==> src/rtl/rx_pipeline_sequencer.sv <==
// Receive-path sequencer: low-pass -> decimated band-pass -> correlator bank sweep.
// Optional watchdog on the *_WAIT states is enabled by defining RX_SEQ_WATCHDOG_EN.
module rx_pipeline_sequencer #(
    parameter int DECIM  = 4,
    parameter int N_CORR = 16,
    parameter int SEL_W  = 4
`ifdef RX_SEQ_WATCHDOG_EN
    ,
    parameter int WDOG_CYCLES = 64
`endif
) (
    input  logic             crx_clk,
    input  logic             rrx_rst,
    input  logic             erx_en,
    input  logic             isample_valid,
    input  logic             ilp_done,
    input  logic             ibp_done,
    input  logic             icorr_done,
    input  logic             iclr_flags,
    output logic             olp_start,
    output logic             obp_start,
    output logic             ocorr_start,
    output logic [SEL_W-1:0] ocorr_sel,
    output logic [1:0]       odecim_phase,
    output logic             osweep_done,
    output logic             obusy,
    output logic             ooverrun,
    output logic             otimeout
);

    typedef enum logic [2:0] {
        S_IDLE,
        S_LP_WAIT,
        S_BP_WAIT,
        S_CORR_START,
        S_CORR_WAIT
    } state_t;

    state_t           state_q, state_d;
    logic [SEL_W-1:0] sel_q, sel_d;
    logic [1:0]       phase_q, phase_d;
    logic             lp_start_q, lp_start_d;
    logic             bp_start_q, bp_start_d;
    logic             corr_start_q, corr_start_d;
    logic             sweep_q, sweep_d;
    logic             busy_q, busy_d;
    logic             overrun_q, overrun_d;
    logic             timeout_set;

`ifdef RX_SEQ_WATCHDOG_EN
    logic [15:0] wdog_q, wdog_d;
    logic        timeout_q, timeout_d;
    logic        in_wait;
`endif

    always_comb begin
        state_d     = state_q;
        sel_d       = sel_q;
        phase_d     = phase_q;
        sweep_d     = 1'b0;
        timeout_set = 1'b0;
        // A strobe while busy (even on the cycle we fall back to IDLE) is dropped.
        overrun_d   = (overrun_q & ~iclr_flags) | (isample_valid & (state_q != S_IDLE));

        case (state_q)
            S_IDLE: begin
                if (isample_valid) state_d = S_LP_WAIT;
            end
            S_LP_WAIT: begin
                if (ilp_done) begin
                    phase_d = (phase_q == 2'(DECIM - 1)) ? 2'd0 : phase_q + 2'd1;
                    state_d = (phase_q == 2'd0) ? S_BP_WAIT : S_IDLE;
                end
            end
            S_BP_WAIT: begin
                if (ibp_done) begin
                    sel_d   = '0;
                    state_d = S_CORR_START;
                end
            end
            S_CORR_START: begin
                state_d = S_CORR_WAIT;
            end
            S_CORR_WAIT: begin
                if (icorr_done) begin
                    if (sel_q == SEL_W'(N_CORR - 1)) begin
                        sweep_d = 1'b1;
                        sel_d   = '0;
                        state_d = S_IDLE;
                    end else begin
                        sel_d   = sel_q + 1'b1;
                        state_d = S_CORR_START;
                    end
                end
            end
            default: state_d = S_IDLE;
        endcase

`ifdef RX_SEQ_WATCHDOG_EN
        in_wait = (state_q == S_LP_WAIT) || (state_q == S_BP_WAIT) || (state_q == S_CORR_WAIT);
        if (in_wait && (state_d == state_q) && (wdog_q == 16'(WDOG_CYCLES - 1))) begin
            timeout_set = 1'b1;
            sel_d       = '0;
            state_d     = S_IDLE;
        end
`endif

        if (!erx_en) begin
            state_d     = S_IDLE;
            sel_d       = '0;
            phase_d     = phase_q;
            sweep_d     = 1'b0;
            timeout_set = 1'b0;
        end

        // Start pulses coincide with the first cycle of the state that consumes the result.
        lp_start_d   = (state_d == S_LP_WAIT) && (state_q != S_LP_WAIT);
        bp_start_d   = (state_d == S_BP_WAIT) && (state_q != S_BP_WAIT);
        corr_start_d = (state_d == S_CORR_START);
        busy_d       = (state_d != S_IDLE);

`ifdef RX_SEQ_WATCHDOG_EN
        timeout_d = (timeout_q & ~iclr_flags) | timeout_set;
        if (state_d != state_q) wdog_d = '0;
        else if (in_wait)       wdog_d = wdog_q + 16'd1;
        else                    wdog_d = '0;
`endif
    end

    always_ff @(posedge crx_clk or posedge rrx_rst) begin
        if (rrx_rst) begin
            state_q      <= S_IDLE;
            sel_q        <= '0;
            phase_q      <= '0;
            lp_start_q   <= 1'b0;
            bp_start_q   <= 1'b0;
            corr_start_q <= 1'b0;
            sweep_q      <= 1'b0;
            busy_q       <= 1'b0;
            overrun_q    <= 1'b0;
        end else begin
            state_q      <= state_d;
            sel_q        <= sel_d;
            phase_q      <= phase_d;
            lp_start_q   <= lp_start_d;
            bp_start_q   <= bp_start_d;
            corr_start_q <= corr_start_d;
            sweep_q      <= sweep_d;
            busy_q       <= busy_d;
            overrun_q    <= overrun_d;
        end
    end

`ifdef RX_SEQ_WATCHDOG_EN
    always_ff @(posedge crx_clk or posedge rrx_rst) begin
        if (rrx_rst) begin
            wdog_q    <= '0;
            timeout_q <= 1'b0;
        end else begin
            wdog_q    <= wdog_d;
            timeout_q <= timeout_d;
        end
    end
    assign otimeout = timeout_q;
`else
    assign otimeout = 1'b0;
`endif

    assign olp_start    = lp_start_q;
    assign obp_start    = bp_start_q;
    assign ocorr_start  = corr_start_q;
    assign ocorr_sel    = sel_q;
    assign odecim_phase = phase_q;
    assign osweep_done  = sweep_q;
    assign obusy        = busy_q;
    assign ooverrun     = overrun_q;

endmodule

==> config.mk <==
export PLATFORM = sky130hd
export DESIGN_NAME = rx_pipeline_sequencer
export DESIGN_NICKNAME = d
export VERILOG_FILES = /design/src/rtl/rx_pipeline_sequencer.sv
export SDC_FILE = /design/constraint.sdc
export NUM_CORES = 1
export LEC_CHECK = 0
export ABC_CLOCK_PERIOD_IN_PS = 1900
export CORE_UTILIZATION = 46
export CTS_CLUSTER_DIAMETER = 200
export DETAILED_ROUTE_END_ITERATION = 6
export GPL_ROUTABILITY_DRIVEN = 0
export PLACE_DENSITY = 0.72
export SYNTH_ARGS = -nofsm -noshare
export SYNTH_HDL_FRONTEND = slang
export SYNTH_SLANG_ARGS = --single-unit
==> constraint.sdc <==
create_clock -name crx_clk -period 1.9 [get_ports crx_clk]
set_input_delay 0.475 -clock crx_clk [delete_from_list [all_inputs] [get_ports crx_clk]]
set_output_delay 0.475 -clock crx_clk [all_outputs]
set_load 0.02 [all_outputs]
# [Yosys cells after proc, flatten, opt, wreduce, memory -nomap -nowiden]
# Index checks and enable logic that the tools add are counted.
# Widths: inputs -> output; s select.
[op_classes] muxes=18 addsub=2 n_bitwise=4 reduce_logical=8 n_eq_ne=14
[ops] cell="$mux 4" n=4
[ops] cell="$mux 3" n=5
[ops] cell="$pmux 3 s5" n=1
[ops] cell="$eq 3x2->1 const B" n=4
[ops] cell="$pmux 4 s2" n=1
[ops] cell="$eq 3x1->1 const B" n=2
[ops] cell="$mux 2" n=3
[ops] cell="$ne 3x1->1 const B" n=2
[ops] cell="$ne 3x3->1 const B" n=2
[ops] cell="$reduce_and 3->1" n=2
[ops] cell="$reduce_bool 3->1" n=2
[ops] cell="$add 4x1->4 const B" n=1
[ops] cell="$eq 4x4->1 const B" n=1
[ops] cell="$mux 1" n=4
[ops] cell="$eq 3x3->1 const B" n=1
[ops] cell="$logic_not 3->1" n=1
[ops] cell="$ne 3x2->1 const B" n=1
[ops] cell="$add 2x1->2 const B" n=1
[ops] cell="$and 1x1->1" n=2
[ops] cell="$eq 2x2->1 const B" n=1
[ops] cell="$logic_and 1x1->1" n=2
[ops] cell="$logic_not 2->1" n=1
[ops] cell="$not 1->1" n=1
[ops] cell="$or 1x1->1" n=1
[totals] inputBits=8 ff_bits=15 out_inout_bits=13

# [Longest topological paths before layout]
[depth] depth_word=7 depth_mapped=5 depth_no_buf=5

# [Least setup slack after synthesis]
# OpenSTA, ideal clock, no wires.
[synth_timing] path_kind="reg-to-reg" from="register sel_q[0] (netlist: ocorr_sel[0])" to="register busy_q (netlist: obusy)" required_ns=1.768 setup_slack_ns=0.115 period_less_slack_ns=1.785 arrival_ns=1.653 stages_incl_launch_ff=6 path_cell_list="dfrtp_1 ha_1 nand3_1 and2_4 a221oi_4 or3b_1"
[synth_via] elab_chain_cells=6
[synth_lines] item="start, declared" line_no="40" rtl="logic [SEL_W-1:0] sel_q, sel_d;"
[synth_lines] item="start signal, assigned" line_no="143" rtl="sel_q <= sel_d;"
[synth_lines] item="$eq 4x4->1" line_no="86" rtl="if (sel_q == SEL_W'(N_CORR - 1)) begin"
[synth_lines] item="$mux 2" line_no="86"
[synth_lines] item="$mux 3" line_no="85" rtl="if (icorr_done) begin"
[synth_lines] item="$pmux 3 s5" line_no="65" rtl="case (state_q)"
[synth_lines] item="$mux 3" line_no="108" rtl="if (!erx_en) begin"
[synth_lines] item="$reduce_bool 3->1" line_no="120" rtl="busy_d = (state_d != S_IDLE);"
[synth_lines] item="named net busy_d" line_no="46" rtl="logic busy_q, busy_d;"
[synth_lines] item="end signal, assigned" line_no="149" rtl="busy_q <= busy_d;"
[synth_lines] item="end, declared" line_no="46"
# The timed path passes the listed nets, and every way through them passes these cells.
# A chain may end at the register's enable or synchronous reset.

# [Worst setup path after layout]
[layout_timing] from="register sel_q[0] (netlist: ocorr_sel[0])" to="output ocorr_sel[0]"
[layout_rtl] item="end, declared" line_no="23" rtl="output logic [SEL_W-1:0] ocorr_sel,"
# No word-level cell between the ends.

==> metrics.csv <==
metric;value;unit
layout_commonest_cell;clkdlybuf4s50_1;
ios;21;
post-cts-setup-buffer-count;0;
via_per_inst;5.27;
layout.nets;112;
max_freq;545;MHz
multi_input_area;360;um2
end_kind;output port;
report.final.slew_viol_count;0;
cp_cell_sequence;clkdlybuf4s50_1;
hold_ws;522;ps
final_cells;116;
required;1420;ps
grt_start_max_net_pins;16;
syn_inst;76;
worstSetupStartpointType;flip-flop;
clk_root_buffer_cell;clkbuf_4;
die_y;43.6;um
max_cap_violations;0;
area_delta_synth_final;30.7;%
initial_core_util;51.0;%
cts_tree;done;
violations;DRC;
crit_family;buffers and inverters;
grt_pass1_vias;590;
hp-class;flip-flop to flip-flop;
layout-drive-gt1-share;13.0;%
worst-path-buf-inv;1;
gr-usage-met1;22.8;%
slowest_stage;clkdlybuf4s50_1;
grt_use_met2;32.5;%
power_density;798;nW/um2
fin_util;66.7;%
io_buffers;19;
grt_pass1_wl;2600;um
drt_first_pass_iters;6;
drt-total-wl;1590;um
p_leak;0.490;nW
synth_seq_area_share;47.2;%
crit_arrival;1360;ps
status;finished with violations;
slew_headroom;63.5;%
design.die.area;1900;um2
num_vias;611;
cts_sinks;15;
syn_nets;87;
ys_seq_elements;15;
post-route-min-period;1830;ps
syn_avg_cell_area;10.5;um2
cpPeakStageDelay;640;ps
clock_latency;290;ps
coreArea;1560;um2
cts_max_path_buffers;2;
top_usage_layer;met2;
rsz0062_at_grt;no;
finalHoldViolCount;0;
htree_levels;1;
seq_area;375;um2
grt_use_total;19.9;%
drt-initial-drc-count;14;
finalPower;0.830;mW
syn-cell-area;796;um2
finalCritPeriodShare;96.5;%
die_w;43.6;um
hpwl;1220;um
cts-buffers-inserted;3;
timing.critical_path.fanout_max;5;
worstMarginPinSlew;547;ps
antenna_found_initial;0;
remaining_drc_errors;2;
antennaDiodeCount;0;
wl_per_cell;13.7;um
rows;14;
criticalPathCategory;flip-flop to output port;
peakVddDrop;418;uV
setup_viol;0;
drtAntennaViolNets;0;
gr-total-overflow;0;
use_met3;7.50;%
clkTransAtPathRegs;90;ps
yosysUniqueCellTypes;33;
fill_cells;134;
dp_cells;112;
finalClockSkew;3.22;ps
final_cell_mix;clkdlybuf4s50_1, dfrtp_1, inv_1;
synth_warnings;0;
[where the power goes]
part / leakage (nW) / switching (mW) / internal (mW)
sequential: 0.202 / 0.0425 / 0.359
combinational: 0.271 / 0.120 / 0.128
clock: 0.0177 / 0.103 / 0.0784
total: 0.490 / 0.266 / 0.565
[path summary, 6_finish.rpt]
check / start / endpoint / slack, ps / depth (start not counted)
min in group asynchronous: rrx_rst / ocorr_sel[3] / 530 / 2
min: ocorr_sel[3] / ocorr_sel[3] / 520 / 1
max: ocorr_sel[0] / ocorr_sel[0] / 70 / 1
max in group asynchronous: rrx_rst / olp_start / 1010 / 2
max reg2reg: ocorr_sel[0] / obusy / 100 / 5
min reg2reg: ocorr_sel[3] / ocorr_sel[3] / 520 / 1
[layout make-up]
class / count / area share (%)
clock buffers: 3 / 2.17
inverters: 7 / 2.53
repair buffers: 24 / 22.1
well taps: 16 / 1.93
multi-input cells: 50 / 34.7
clock inverters: 1 / 0.481
flip-flops and latches: 15 / 36.1
[per-stage QoR]
| stage | TNS, ps | area [um2] | setup WS, ps |
|---|---|---|---|
| 4_1_cts | 0 | 1040 | 40.1 |
| 6_report | 0 | 1040 | 65.7 |
| 3_5_place_dp | -599 | 1010 | -183 |
| 2_1_floorplan | 0 | 796 | 115 |
| 5_1_grt | 0 | 1040 | 3.29 |
| 3_3_place_gp | -164 | 1010 | -128 |
[flip-flops by register name (all words and copies together), names as in the netlist]
name	flops
obusy	1
ocorr_start	1
osweep_done	1
ocorr_sel	4
olp_start	1
odecim_phase	2
state_q	3
ooverrun	1
obp_start	1
[what timing repair did]
item	CTS	global route
resized for setup	0	1
hold buffers	0	0
endpoints found under the setup margin	0	1
endpoints found under the hold margin	0	0
[logic make-up (layout without fill, tap and decap cells)]
group / after synthesis / in the layout / synth area share (%)
AOI/OAI and AO/OA: 14 / 14 / 14.0
adders and majority gates: 3 / 3 / 4.72
buffers and inverters: 11 / 35 / 7.55
DFF: 15 / 15 / 47.2
muxes: 4 / 4 / 5.19
other: 1 / 1 / 0.471
and+or+nand+nor: 28 / 28 / 20.9
[cells in the mapped netlist (all sizes together)]
cell type | number | share of area, %
dfrtp | 15 | 47
inv | 7 | 3.3
nand2 | 6 | 2.8
buf | 4 | 4.2
nor2 | 4 | 1.9
a31oi | 3 | 2.4
ha | 3 | 4.7
mux2i | 3 | 3.8
nand3b | 3 | 2.8
nand4 | 3 | 2.4
o21ai | 3 | 1.9
and2 | 2 | 1.9
nand3 | 2 | 1.3
or3b | 2 | 2.2
a211oi | 1 | 0.94
a21boi | 1 | 0.94
a21o | 1 | 0.94
a21oi | 1 | 0.63
a221oi | 1 | 3.3
a41oi | 1 | 1.1
and2b | 1 | 0.94
and4 | 1 | 1.1
conb | 1 | 0.47
mux2 | 1 | 1.4
nor2b | 1 | 0.79
nor3 | 1 | 0.63
nor4bb | 1 | 1.3
o21a | 1 | 0.94
o31ai | 1 | 0.94
or2b | 1 | 0.94
[per-layer routing]
metal  vias up  share of wire (%)
met1       278                 45
met2        12                 50
met3         4                3.6
met4         0                1.7
li1        317                  -
met5         -                  0
Power figures use the tool's default switching activity.
